==> src/rtl/seq_mult_nbit_if.sv <==
// Request/response bundle for the iterative multiplier: the controller drives the operands and
// start, and the multiplier returns busy, done and the product.
interface seq_mult_nbit_if #(
    parameter int unsigned N = 8
) ();
    logic           start;
    logic           signed_mode;
    logic [N-1:0]   a;
    logic [N-1:0]   b;
    logic           busy;
    logic           done;
    logic [2*N-1:0] p;

    modport master (
        output start, signed_mode, a, b,
        input  busy, done, p
    );

    modport slave (
        input  start, signed_mode, a, b,
        output busy, done, p
    );
endinterface

==> src/rtl/seq_mult_nbit.sv <==
// Iterative shift-add multiplier that retires one multiplier bit per clock. Signed operands are
// multiplied as magnitudes, and the sign is applied to the product when the operation finishes.
module seq_mult_nbit #(
    parameter int unsigned N = 8
) (
    input logic           clk,
    input logic           rst,
    seq_mult_nbit_if.slave bus
);
    localparam int unsigned CW = $clog2(N) + 1;

    typedef enum logic [1:0] {StIdle, StCalc, StFin} state_e;

    state_e         state_q, state_d;
    logic [2*N-1:0] acc_q, acc_d;
    logic [2*N-1:0] mcand_q, mcand_d;
    logic [2*N-1:0] p_q, p_d;
    logic [N-1:0]   mb_q, mb_d;
    logic [CW-1:0]  cnt_q, cnt_d;
    logic           neg_q, neg_d;
    logic           busy_q, busy_d;
    logic           done_q, done_d;
    logic [N-1:0]   a_mag, b_mag;

    // The most negative value maps to 2^(N-1), which still fits in N unsigned bits.
    assign a_mag = (bus.signed_mode && bus.a[N-1]) ? -bus.a : bus.a;
    assign b_mag = (bus.signed_mode && bus.b[N-1]) ? -bus.b : bus.b;

    always_comb begin
        state_d = state_q;
        acc_d   = acc_q;
        mcand_d = mcand_q;
        p_d     = p_q;
        mb_d    = mb_q;
        cnt_d   = cnt_q;
        neg_d   = neg_q;
        busy_d  = busy_q;
        done_d  = 1'b0;
        case (state_q)
            StIdle, StFin: begin
                if (bus.start) begin
                    state_d = StCalc;
                    busy_d  = 1'b1;
                    acc_d   = '0;
                    mcand_d = {{N{1'b0}}, a_mag};
                    mb_d    = b_mag;
                    cnt_d   = '0;
                    neg_d   = bus.signed_mode & (bus.a[N-1] ^ bus.b[N-1]);
                end else begin
                    state_d = StIdle;
                    busy_d  = 1'b0;
                end
            end
            StCalc: begin
                // The counter reaches N after the last bit, leaving one cycle to apply the sign.
                if (cnt_q == CW'(N)) begin
                    state_d = StFin;
                    busy_d  = 1'b0;
                    done_d  = 1'b1;
                    p_d     = neg_q ? -acc_q : acc_q;
                end else begin
                    if (mb_q[0]) begin
                        acc_d = acc_q + mcand_q;
                    end
                    mcand_d = mcand_q << 1;
                    mb_d    = mb_q >> 1;
                    cnt_d   = cnt_q + CW'(1);
                end
            end
            default: begin
                state_d = StIdle;
                busy_d  = 1'b0;
            end
        endcase
    end

    always_ff @(posedge clk) begin
        if (rst) begin
            state_q <= StIdle;
            acc_q   <= '0;
            mcand_q <= '0;
            p_q     <= '0;
            mb_q    <= '0;
            cnt_q   <= '0;
            neg_q   <= 1'b0;
            busy_q  <= 1'b0;
            done_q  <= 1'b0;
        end else begin
            state_q <= state_d;
            acc_q   <= acc_d;
            mcand_q <= mcand_d;
            p_q     <= p_d;
            mb_q    <= mb_d;
            cnt_q   <= cnt_d;
            neg_q   <= neg_d;
            busy_q  <= busy_d;
            done_q  <= done_d;
        end
    end

    assign bus.busy = busy_q;
    assign bus.done = done_q;
    assign bus.p    = p_q;
endmodule

==> src/flat_wrapper.sv <==
// flat-port wrapper written by rule: the top's interface ports become plain ports
module seq_mult_nbit_flat 
#(
    parameter int unsigned N = 8
)
  (clk, rst, bus_start, bus_signed_mode, bus_a, bus_b, bus_busy, bus_done, bus_p);
  seq_mult_nbit_if #(.N(N)) bus_i ();
  input logic clk;
  input logic rst;
  input wire logic [$bits(bus_i.start)-1:0] bus_start;
  input wire logic [$bits(bus_i.signed_mode)-1:0] bus_signed_mode;
  input wire logic [$bits(bus_i.a)-1:0] bus_a;
  input wire logic [$bits(bus_i.b)-1:0] bus_b;
  output wire logic [$bits(bus_i.busy)-1:0] bus_busy;
  output wire logic [$bits(bus_i.done)-1:0] bus_done;
  output wire logic [$bits(bus_i.p)-1:0] bus_p;
  assign bus_i.start = bus_start;
  assign bus_i.signed_mode = bus_signed_mode;
  assign bus_i.a = bus_a;
  assign bus_i.b = bus_b;
  assign bus_busy = bus_i.busy;
  assign bus_done = bus_i.done;
  assign bus_p = bus_i.p;
  seq_mult_nbit #(.N(N)) u_core (.clk(clk), .rst(rst), .bus(bus_i));
endmodule
==> config.mk <==
export PLATFORM = sky130hd
export DESIGN_NAME = seq_mult_nbit_flat
export DESIGN_NICKNAME = d
export VERILOG_FILES = /design/src/rtl/seq_mult_nbit_if.sv /design/src/rtl/seq_mult_nbit.sv /design/src/flat_wrapper.sv
export SDC_FILE = /design/constraint.sdc
export NUM_CORES = 1
export LEC_CHECK = 0
export ABC_AREA = 1
export BUFFER_PORTS_ARGS = -buffer_cell sky130_fd_sc_hd__buf_2
export CORE_AREA = 5 5 98 137
export CTS_CLUSTER_DIAMETER = 150
export DETAILED_ROUTE_END_ITERATION = 7
export DIE_AREA = 0 0 103 142
export SYNTH_ARGS = -nofsm -noshare
export SYNTH_HDL_FRONTEND = slang
export SYNTH_SLANG_ARGS = --single-unit
export TNS_END_PERCENT = 10
==> constraint.sdc <==
create_clock -name clk -period 3 [get_ports clk]
set_input_delay 0.9 -clock clk [delete_from_list [all_inputs] [get_ports clk]]
set_output_delay 0.9 -clock clk [all_outputs]
set_load 0.02 [all_outputs]
==> After elaboration in Yosys (flattened, before gate mapping) <==
Cells that the tools add are included.
W data, S select, Z words.
{ "word_totals": {"ff_bits": 65, "in_bits": 20, "wordCells": 57, "output_inout_bits": 18} }
{ "op_classes": {"n_mux": 23, "bitwise": 3, "reduce_logical": 10, "n_addsub": 5, "eq_ne": 7} }
{ "ops": {"columns": ["op", "count"], "rows": [
  ["$mux W16", 6],
  ["$pmux W16 S2", 2],
  ["$mux W8", 4],
  ["$add A16 B16 Y16", 1],
  ["$neg A16 Y16", 1],
  ["$neg A8 Y8", 2],
  ["$pmux W8 S2", 1],
  ["$mux W4", 2],
  ["$pmux W4 S2", 1],
  ["$add A4 B1 Y4 const B", 1],
  ["$eq A4 B4 Y1 const B", 1],
  ["$mux W1", 4],
  ["$ne A2 B1 Y1 const B", 2],
  ["$ne A2 B2 Y1 const B", 2],
  ["$pmux W2 S2", 1],
  ["$reduce_and A2 Y1", 2],
  ["$reduce_and A4 Y1", 1],
  ["$reduce_or A2 Y1", 2],
  ["$reduce_and A3 Y1", 1],
  ["$eq A2 B1 Y1 const B", 1],
  ["$eq A2 B2 Y1 const B", 1],
  ["$logic_and A1 B1 Y1", 2],
  ["$logic_not A2 Y1", 1],
  ["$mux W2", 1],
  ["other kinds (5)", 5]
]} }

==> Depth between registers and ports, before layout <==
{ "logic_depth": {"depth_word": 4, "depth_mapped": 11, "ltp_nobuf": 11} }

==> Worst setup path before layout <==
Ideal clock, no wire load.
{ "synth_path": {"path_type": "reg2reg", "startpoint": "reg u_core.acc_q[0]", "endpoint": "reg u_core.acc_q[8]", "setup_slack_ps": 1256, "stages_incl_launch_ff": 11, "arrival_ps": 1611, "required_ps": 2868, "cell_sequence": "dfxtp_1 ha_1 inv_1 fa_1 inv_1 nand3_1 nand3_1 a21oi_1 or2_2 nand3_1 a21oi_1"} }
{ "synth_between": {"elab_chain_len": 4} }
{ "synth_lines": {"columns": ["item", "line", "source"], "rows": [
  ["from (decl)", "seq_mult_nbit.sv:15", "logic [2*N-1:0] acc_q, acc_d;"],
  ["from (signal assigned)", "seq_mult_nbit.sv:80", "acc_q <= '0;"],
  ["from (signal assigned)", "seq_mult_nbit.sv:90", "acc_q <= acc_d;"],
  ["$add A16 B16 Y16", "seq_mult_nbit.sv:63", "acc_d = acc_q + mcand_q;"],
  ["$mux W16", "seq_mult_nbit.sv:62", "if (mb_q[0]) begin"],
  ["$mux W16", "seq_mult_nbit.sv:56", "if (cnt_q == CW'(N)) begin"],
  ["$pmux W16 S2", "seq_mult_nbit.sv:39", "case (state_q)"]
]} }
No other way between the ends. The select of a mux whose other input is x is not followed.
A chain may end at the register's enable or synchronous reset.

==> Final worst setup path <==
Same ends and word-level chain as after synthesis.

==> reports/results.ini <==
[status]
run_status=finished clean

[synthesis]
synthDistinctLibCells=41
netlist_top_cells_area=dfxtp_1 32%, nand2_1 16%, inv_1 7.4%, a21oi_1 6.3%, ha_1 6.3%
synth_commonest_cells=165 x nand2_1, 79 x inv_1, 64 x dfxtp_1, 50 x a21oi_1, 40 x o21ai_0
synth_edf_count=0
yosysTopAreaCellShare_pct=32.1
synth_warnings=0
ys_ff_latch=64
syn_avg_cell_area_um2=6.72
ys.flop_type=dfxtp_1
yosysMostFrequentCell=nand2_1
synth-xor-area-share_pct=3.95
syn_inst=594
syn_area_um2=3990
yosysTopAreaCell=dfxtp_1
synth-seq-area-share_pct=32.1
synthMuxAreaShare_pct=0
synth_compound_area_share_pct=16.3
synth_fp_nets=635
async_flop_share_pct=0
synthSimpleGateAreaFrac_pct=30.4
synth_top_family_by_area=simple AND/OR/NAND/NOR gates
synth_fa_ha_area_share_pct=6.77

[sta]
finalSetupTns_ns=0
slew-limit-headroom_pct=61.0
fin_worst_skew_ns=0.00471
slew_violations=0
fmax_mhz=484
timing.final.crit_share_pct=68.8
setup_violations=0
final.setup.worst_slack_ns=0.935
hold_viol=0
hold-worst-slack_ns=0.464
worst_pin_slew_ns=0.584
period_needed_ns=2.07
grt_setup_unrepaired=no

[pwr]
total_power_mw=2.15
powerDensity_nw_per_um2=471
peakVddDrop_mv=0.316
p_leak_nw=2.17

[clocking]
cts_buffer_depth=2
post_cts_buffers=0
cts.sinks=64
cts_tree=done
cts-resized-gates=0
clock_latency_ns=0.32
cts-root-buf=clkbuf_16
cts.clk_slew.worst_paths_ns=0.05
cts_hold_buf=0
htreeDepth=3
cts_buffers=9

[route]
wl_per_cell_um=13.0
drtIter0Drc=198
drt-total-wl_um=10200
postRouteAntennaNets=0
dr.pass1.iters=5
wl_met3_um=288
num_vias=3819
wl_met1_um=4260
vias_per_cell=4.88
drc=0
highest_layer=met4
met2_wirelength_um=5450

[setup_path]
endpoint_kind=flop
rr_endpoint=u_core.acc_q[8]$_SDFFE_PP0P_
crit_fanout=4
required_ns=3.19
critPathLaunchType=flop
startpoint=u_core.acc_q[0]$_SDFFE_PP0P_
crit_arrival_ns=2.25
timing.rr.start=u_core.acc_q[0]$_SDFFE_PP0P_
regToRegSetupSlack_ns=0.93
crit_type=flop to flop
rr_worst_depth=10

[final_layout]
diodes=0
area_growth_pct=14.4
final_cells=783
fill_cells=1334
fin_nets=669
layout-drive-gt1-share_pct=11.5
multiInputGateArea_um2=2290
seq_area_um2=1280
fin_area_um2=4560
utilization_pct=37.6

[placement]
dp_slack_ns=0.889
portBuffers=37
dpl_cell_area_um2=4280
gp_congestion=0.875
dp.cells=767
hpwl_um=8170

[grt]
grt_overflow=0
grt_antenna_before_repair=0
grt_pass1_wl_um=17300
grt_max_degree=33
grt.total_usage_pct=14.7
grt_pass1_vias=3736

[worst_hold_path]
holdPathEnd=u_core.mb_q[2]$_SDFFE_PP0P_
min_path_type=flop to flop
hold_depth=2
min-delay-start=u_core.mb_q[2]$_SDFFE_PP0P_

[die]
fp.dieW_um=103
rows=48
initial_utilization_pct=32.9
ios=38
fp.coreArea_um2=12100
die_y_um=142
dieArea_um2=14600

[flow_run]
cap_violations=0

## worst max path at each step
stage | to | slack, ns | depth (start not counted)
2_1_floorplan | u_core.acc_q[8]$_SDFFE_PP0P_ | 1.26 | 10
3_3_place_gp | u_core.mcand_q[13]$_SDFFE_PP0P_ | 0.92 | 7
3_5_place_dp | u_core.mcand_q[13]$_SDFFE_PP0P_ | 0.89 | 7
4_1_cts | u_core.acc_q[8]$_SDFFE_PP0P_ | 0.92 | 10
5_1_grt | u_core.acc_q[8]$_SDFFE_PP0P_ | 0.78 | 10
6_report | u_core.acc_q[8]$_SDFFE_PP0P_ | 0.93 | 10
## kinds of logic after synthesis
| group | count (synthesis) |
|---|---|
| flip-flops | 64 |
| XOR/XNOR | 18 |
| AO/OA/AOI/OAI | 117 |
| buffers and inverters | 101 |
| adder cells (fa/ha/maj) | 21 |
| AND/OR/NAND/NOR | 273 |
## flip-flops by register name, indices dropped and copies added, names as in the netlist
signal           count
u_core.acc_q        16
u_core.bus.p        16
u_core.mcand_q      16
u_core.mb_q          8
u_core.cnt_q         4
u_core.bus.busy      1
u_core.bus.done      1
u_core.neg_q         1
u_core.state_q       1
## worst max-delay path: stages, from the launching register on
cell and delay [ns]:
dfxtp_1 0.36, ha_1 0.20, inv_1 0.06, fa_1 0.43, inv_1 0.10, nand3_1 0.06
nand3_1 0.15, a21oi_1 0.10, or2_2 0.29, nand3_1 0.09, a21oi_1 0.08
## layout by cell type, fill, tap and decap left out, types with 2 or more instances in the layout
cell type,synthesis,final
dfxtp_1,64,64
nand2_4,5,5
xor2_1,15,15
o211ai_1,3,3
nor2_1,36,36
ha_1,20,20
a21oi_1,50,50
inv_1,79,79
nand3b_1,3,3
xnor2_1,3,3
a31oi_1,2,2
clkbuf_1,4,2
or2_2,2,2
nand3_1,35,35
clkbuf_8,0,3
nor3_1,10,10
nand2_1,165,165
buf_4,3,2
nand4_1,5,5
nor2_4,2,2
o2111ai_1,5,5
clkbuf_16,0,9
inv_2,5,5
o22ai_1,11,11
o21ai_0,40,40
or2_1,3,3
buf_2,6,37
## report_power, final
part / switching [mW] / internal, mW / total [mW]
clock network: 0.353 / 0.625 / 0.979
logic: 0.175 / 0.0886 / 0.263
registers: 0.0282 / 0.880 / 0.909
## per-layer routing
metal  global-route usage (%)  up-vias
met5                        0        -
met4                     5.25        0
met3                     2.26       12
met2                     26.5       65
met1                     17.3     1732
li1                         -     2010
## cell type report
cell class                 count  area share [%]
tap                          150            4.11
timing repair buffer          39            4.39
clock inverter                 2           0.274
inverter                      85            6.99
sequential                    64            28.1
multi-input combinational    429            50.2
clock buffer                  14            6.00
(Power assumes the default switching activity.)
